[config.mk]
export PLATFORM = sky130hd
export DESIGN_NAME = password_stream_gen_flat
export DESIGN_NICKNAME = d
export VERILOG_FILES = /design/src/rtl/password_stream_gen_pkg.sv /design/src/rtl/password_stream_gen_if.sv /design/src/rtl/password_stream_gen.sv /design/src/flat_wrapper.sv
export SDC_FILE = /design/constraint.sdc
export NUM_CORES = 1
export LEC_CHECK = 0
export CORE_ASPECT_RATIO = 0.9
export CORE_MARGIN = 2
export CORE_UTILIZATION = 35
export CTS_BUF_LIST = sky130_fd_sc_hd__clkbuf_8
export CTS_CLUSTER_DIAMETER = 30
export CTS_CLUSTER_SIZE = 12
export DETAILED_ROUTE_END_ITERATION = 8
export GPL_ROUTABILITY_DRIVEN = 0
export PLACE_DENSITY_LB_ADDON = 0.2
export REMOVE_ABC_BUFFERS = 1
export SLEW_MARGIN = 20
export SYNTH_ARGS = -nofsm -noshare
export SYNTH_HDL_FRONTEND = slang
export SYNTH_SLANG_ARGS = --single-unit
[constraint.sdc]
create_clock -name clk -period 4.3 [get_ports clk]
set_input_delay 1.075 -clock clk [delete_from_list [all_inputs] [get_ports clk]]
set_output_delay 1.075 -clock clk [all_outputs]
set_load 0.005 [all_outputs]
[src/rtl/password_stream_gen_pkg.sv]
// Shared constants and state type for the candidate-password stream source.
// Channel codes and the mgmt payload match what test_core's sink expects.
package password_stream_gen_pkg;

  localparam logic        CH_DATA   = 1'b0;
  localparam logic        CH_MGMT   = 1'b1;
  localparam logic [15:0] MGMT_DATA = 16'h0000;

  typedef enum logic [2:0] {
    IDLE   = 3'd0,
    INIT   = 3'd1,
    WORD   = 3'd2,
    COMMIT = 3'd3,
    FIN    = 3'd4
  } gen_state_t;

  // True for the states that present a beat on the stream.
  function automatic logic is_beat_state(input gen_state_t s);
    return (s == INIT) || (s == WORD) || (s == COMMIT);
  endfunction

endpackage

[src/rtl/password_stream_gen_if.sv]
// Avalon-ST link (readyLatency 0) between the password generator and test_core.
interface password_stream_gen_if #(
  parameter int DATA_W = 16
) ();

  logic [DATA_W-1:0] out_data;
  logic              out_channel;
  logic              out_valid;
  logic              out_ready;

  modport master (
    output out_data,
    output out_channel,
    output out_valid,
    input  out_ready
  );

  modport slave (
    input  out_data,
    input  out_channel,
    input  out_valid,
    output out_ready
  );

endinterface

[src/rtl/password_stream_gen.sv]
// Candidate-password source: one mgmt init beat, then per candidate WORDS data
// beats (MS word first) and a mgmt commit beat. All outputs are registered.
module password_stream_gen
  import password_stream_gen_pkg::*;
#(
  parameter int DATA_W = 16,
  parameter int WORDS  = 3,
  parameter int CNT_W  = 32
) (
  input  logic                      clk,
  input  logic                      reset_n,
  input  logic                      start,
  input  logic                      abort,
  input  logic [DATA_W*WORDS-1:0]   base_pw,
  input  logic [CNT_W-1:0]          num_pw,
  output logic                      busy,
  output logic                      done,
  output logic [CNT_W-1:0]          sent_count,
  password_stream_gen_if.master     st
);

  localparam int PW_W  = DATA_W * WORDS;
  localparam int IDX_W = (WORDS > 1) ? $clog2(WORDS) : 1;
  localparam logic [IDX_W-1:0] LAST_IDX = IDX_W'(WORDS - 1);

  gen_state_t        state_q, state_d;
  logic [IDX_W-1:0]  widx_q, widx_d;
  logic [PW_W-1:0]   cand_q, cand_d;
  logic [CNT_W-1:0]  remaining_q, remaining_d;
  logic [CNT_W-1:0]  sent_q, sent_d;
  logic              abort_q, abort_d;
  logic              pend_q, pend_d;
  logic [DATA_W-1:0] out_data_q, out_data_d;
  logic              out_channel_q, out_channel_d;
  logic              out_valid_q, out_valid_d;
  logic              busy_q, busy_d;
  logic              done_q, done_d;

  logic              xfer_s;
  logic              accept_s;
  logic              abort_seen_s;

  // Word k of a candidate, counted from the most significant end.
  function automatic logic [DATA_W-1:0] word_of(input logic [PW_W-1:0] c,
                                                input logic [IDX_W-1:0] k);
    return c[PW_W-1-int'(k)*DATA_W -: DATA_W];
  endfunction

  assign xfer_s       = out_valid_q && st.out_ready;
  // FIN already shows busy low, so a start there is honoured as well.
  assign accept_s     = start && !busy_q && ((state_q == IDLE) || (state_q == FIN));
  assign abort_seen_s = abort_q || (abort && busy_q);

  // Next-state: sequencing of beats, candidate/counter bookkeeping, abort latch.
  always_comb begin
    state_d     = state_q;
    widx_d      = widx_q;
    cand_d      = cand_q;
    remaining_d = remaining_q;
    sent_d      = sent_q;
    pend_d      = 1'b0;
    case (state_q)
      IDLE: begin
        if (pend_q) begin
          state_d = (remaining_q == '0) ? FIN : INIT;
        end else begin
          state_d = IDLE;
        end
      end
      INIT: begin
        if (xfer_s) begin
          state_d = WORD;
          widx_d  = '0;
        end else begin
          state_d = INIT;
        end
      end
      WORD: begin
        if (xfer_s && (widx_q == LAST_IDX)) begin
          state_d = COMMIT;
        end else if (xfer_s) begin
          widx_d = widx_q + IDX_W'(1);
        end else begin
          state_d = WORD;
        end
      end
      COMMIT: begin
        if (xfer_s) begin
          sent_d = sent_q + CNT_W'(1);
          if ((remaining_q == CNT_W'(1)) || abort_seen_s) begin
            state_d = FIN;
          end else begin
            state_d     = WORD;
            widx_d      = '0;
            cand_d      = cand_q + PW_W'(1);
            remaining_d = remaining_q - CNT_W'(1);
          end
        end else begin
          state_d = COMMIT;
        end
      end
      FIN: begin
        state_d = IDLE;
      end
      default: begin
        state_d = IDLE;
      end
    endcase
    if (accept_s) begin
      pend_d      = 1'b1;
      cand_d      = base_pw;
      remaining_d = num_pw;
      sent_d      = '0;
    end else begin
      pend_d = 1'b0;
    end
    // The latch only lives while beats are still to come; it is also dropped on a new start.
    abort_d = abort_seen_s && is_beat_state(state_d);
  end

  // Output decode from the next state so every output leaves a flop.
  always_comb begin
    out_valid_d   = is_beat_state(state_d);
    out_channel_d = 1'b0;
    out_data_d    = '0;
    case (state_d)
      INIT, COMMIT: begin
        out_channel_d = CH_MGMT;
        out_data_d    = DATA_W'(MGMT_DATA);
      end
      WORD: begin
        out_channel_d = CH_DATA;
        out_data_d    = word_of(cand_d, widx_d);
      end
      default: begin
        out_channel_d = 1'b0;
        out_data_d    = '0;
      end
    endcase
    busy_d = is_beat_state(state_d) || pend_d;
    done_d = (state_d == FIN);
  end

  // State and output registers with synchronous active-low reset.
  always_ff @(posedge clk) begin
    if (!reset_n) begin
      state_q       <= IDLE;
      widx_q        <= '0;
      cand_q        <= '0;
      remaining_q   <= '0;
      sent_q        <= '0;
      abort_q       <= 1'b0;
      pend_q        <= 1'b0;
      out_data_q    <= '0;
      out_channel_q <= 1'b0;
      out_valid_q   <= 1'b0;
      busy_q        <= 1'b0;
      done_q        <= 1'b0;
    end else begin
      state_q       <= state_d;
      widx_q        <= widx_d;
      cand_q        <= cand_d;
      remaining_q   <= remaining_d;
      sent_q        <= sent_d;
      abort_q       <= abort_d;
      pend_q        <= pend_d;
      out_data_q    <= out_data_d;
      out_channel_q <= out_channel_d;
      out_valid_q   <= out_valid_d;
      busy_q        <= busy_d;
      done_q        <= done_d;
    end
  end

  assign st.out_data    = out_data_q;
  assign st.out_channel = out_channel_q;
  assign st.out_valid   = out_valid_q;
  assign busy           = busy_q;
  assign done           = done_q;
  assign sent_count     = sent_q;

endmodule

[src/flat_wrapper.sv]
// flat-port wrapper written by rule: the top's interface ports become plain ports
module password_stream_gen_flat import password_stream_gen_pkg::*;
#(
  parameter int DATA_W = 16,
  parameter int WORDS  = 3,
  parameter int CNT_W  = 32
)
  (clk, reset_n, start, abort, base_pw, num_pw, busy, done, sent_count, st_out_data, st_out_channel, st_out_valid, st_out_ready);
  password_stream_gen_if #(.DATA_W(DATA_W)) st_i ();
  input  logic clk;
  input  logic reset_n;
  input  logic start;
  input  logic abort;
  input  logic [DATA_W*WORDS-1:0] base_pw;
  input  logic [CNT_W-1:0] num_pw;
  output logic busy;
  output logic done;
  output logic [CNT_W-1:0] sent_count;
  output wire logic [$bits(st_i.out_data)-1:0] st_out_data;
  output wire logic [$bits(st_i.out_channel)-1:0] st_out_channel;
  output wire logic [$bits(st_i.out_valid)-1:0] st_out_valid;
  input wire logic [$bits(st_i.out_ready)-1:0] st_out_ready;
  assign st_out_data = st_i.out_data;
  assign st_out_channel = st_i.out_channel;
  assign st_out_valid = st_i.out_valid;
  assign st_i.out_ready = st_out_ready;
  password_stream_gen #(.DATA_W(DATA_W), .WORDS(WORDS), .CNT_W(CNT_W)) u_core (.clk(clk), .reset_n(reset_n), .start(start), .abort(abort), .base_pw(base_pw), .num_pw(num_pw), .busy(busy), .done(done), .sent_count(sent_count), .st(st_i));
endmodule
==> impl_metrics.yaml <==
global_route:
  grt_overflow_total: 0
  grt-busiest-layer: "met2"
  grtUsageTotal_pct: 20.38
  grtUsageMet1_pct: 28.67
  antenna_found_initial: 0
  grt_max_degree: 70
  first_global_vias: 6879
  gr-usage-met2_pct: 31.56
  grt_util_met3_pct: 3.757
  grt_pass1_wl_um: 37140
drt:
  num_vias: 7464
  wl_per_cell_um: 17.49
  first_iter_violations: 623
  drt_first_pass_iters: 6
  drcViolationCount: 0
  viasPerCell: 5.570
  wl_um: 23440
  postRouteAntennaNets: 0
synthesis:
  avgSynthCellArea_sq_um: 8.321
  synth_xor_area_share_pct: 9.537
  async_flop_share_pct: 0
  synth-compound-area-share_pct: 19.25
  synthCells: 916
  synth_area_sq_um: 7622
  synth_edf_count: 0
  muxShareOfSynthArea_pct: 0.2791
  synth_cell_type_count: 67
  ys_ff_latch: 139
  synth-simple-area-share_pct: 28.63
  synth_top_family_by_area: "simple AND/OR/NAND/NOR gates"
  synthAdderAreaFrac_pct: 1.313
  synth_warnings: 0
  synth_ff_type: "dfxtp_1"
  seq_area_frac_synth_pct: 36.51
sta:
  fmax_mhz: 272.1
  drv_slew: 0
  period_share_pct: 85.48
  fin_crit_ps: 3676
  grt_setup_unrepaired: "no"
  setup_viol: 0
  worst_pin_slew_ps: 988.7
  skew_ps: 16.40
  hold_viol_final: 0
  slew-limit-headroom_pct: 33.48
  fin_hold_ws_ps: 492.0
finish:
  diodes: 0
  final_common_cell: "dfxtp_1"
  syn_to_final_growth_pct: 28.53
  final_nets: 1129
  drive_above_1_share_pct: 7.245
  nFillCells: 2158
  layout_common_cells: "139 x dfxtp_1, 136 x clkdlybuf4s50_1, 113 x nor2_1, 51 x nand3_1, 51 x nand2_1"
  fin_util_pct: 45.56
die:
  die_x_um: 159.6
  die_h_um: 144
  fp.dieArea_sq_um: 22980
  rows: 51
  core_sq_um: 21500
  pin_count: 137
  initial_utilization_pct: 35.45
clock_network:
  post_cts_buffers: 0
  cts_buffers: 17
  clk_pin_slew_worst_paths_ps: 90
  h-tree-depth: 4
  clock-root-buffer: "clkbuf_8"
  clockBufferDepth: 2
  cts_resized: 0
  cts.sinks: 139
  clk_latency_ps: 460
  postCtsHoldBufs: 0
  cts_tree: "built"
pwr:
  leakage_nw: 3.438
  peakVddDrop_uv: 187.5
  power_density_nw_per_um2: 348.5
setup_path:
  cp-start-kind: "flop"
  crit_type: "reg -> reg"
  slowest_delay_ps: 690
  arrival_ps: 4060
  path_cells: "or4_4 > or4_1 > nor4_1 > o41a_2 > nor2_1 > inv_2 > ha_1 > nor3_1 > buf_4 > o311ai_0 > a31oi_1"
  crit_fanout: 11
  worstPathRequired_ps: 4690
  crit_path_top_delay_cell: "or4_1"
  cp_num_buf_inv: 2
  crit_family: "simple AND/OR/NAND/NOR gates"
  worst_setup_path_end_kind: "flop"
worst_hold_path:
  min_path_type: "reg -> reg"
placed_design:
  dp_hpwl_um: 16330
  io_buffers: 136
run_status:
  status: "finished clean"
flow_run:
  max_cap_viol_count: 0
## through the flow
stage | setup TNS, ps | area [sq um] | power [mW] | instances | worst slack, ps
4_1_cts | 0 | 9797 | 3.434 | 1340 | 641.2
6_report | 0 | 9797 | 3.414 | 1340 | 624.4
3_3_place_gp | 0 | 9313 | 2.129 | 1308 | 293.4
5_1_grt | 0 | 9797 | 3.580 | 1340 | 415.0
2_1_floorplan | -100020 | 7352 | 1.878 | 856 | -2976
3_5_place_dp | 0 | 9313 | 2.127 | 1308 | 227.1
## layer usage
metal / vias up / wire [um]
met2: 272 / 10320
met5: - / 0
met3: 31 / 1452
met1: 3517 / 11260
met4: 0 / 415
li1: 3644 / -
## synthesized netlist by cell type (16+ instances only)
cell type  number  share of area [%]
nand2_1        51                2.5
dfxtp_1       139                 37
nand4_1        27                2.2
nor2_1        113                5.6
nor4_1         39                3.2
inv_1          17               0.84
clkbuf_1       38                1.9
a21oi_1        24                1.6
o21ai_0        25                1.6
or4_1          16                1.6
a31oi_1        28                2.3
a211oi_1       34                3.3
xnor2_1        36                4.1
xor2_1         47                5.4
nand3_1        51                3.3
and2_1         16                1.3
nand2b_1       20                1.6
nor3_1         16                1.1
o211a_1        18                2.4
## cell families after synthesis
family,Yosys count
xor gates and xnor gates,83
AOI/OAI and AO/OA,197
buffers and inverters,79
adders and majority gates,8
DFF,139
muxes,2
and+or+nand+nor,408
## worst paths after layout
| kind | from | endpoint | slack [ps] | cells past startpoint |
|---|---|---|---|---|
| hold / removal | u_core.remaining_q[7] | u_core.remaining_q[7] | 490 | 1 |
| hold reg to reg | u_core.remaining_q[7] | u_core.remaining_q[7] | 490 | 1 |
| setup / recovery | u_core.remaining_q[17] | u_core.st.out_data[10] | 620 | 11 |
| setup reg to reg | u_core.remaining_q[17] | u_core.st.out_data[10] | 620 | 11 |
## flip-flops by register name (all words and copies together), names as in the netlist, 2 cells and up
register            flops
u_core.cand_q          48
u_core.remaining_q     32
u_core.sent_count      32
u_core.st.out_data     16
u_core.state_q          3
u_core.widx_q           2
## power breakdown
| part | internal [mW] | leakage [nW] | switching [mW] |
|---|---|---|---|
| sequential | 1.39 | 1.14 | 0.109 |
| clock | 0.776 | 0.248 | 0.535 |
| combinational | 0.272 | 2.05 | 0.334 |
| total | 2.44 | 3.44 | 0.978 |
## area by class of cell
class | instances | area, sq um | share of cell area, %
clock buffer | 19 | 261.5 | 2.669
clock inverter | 13 | 222.7 | 2.273
inverter | 19 | 71.32 | 0.7280
multi-input combinational | 698 | 4508 | 46.02
sequential | 139 | 2783 | 28.40
tap | 291 | 364.1 | 3.716
timing repair buffer | 161 | 1587 | 16.19
Note: power is estimated with default switching activity, not from simulation.
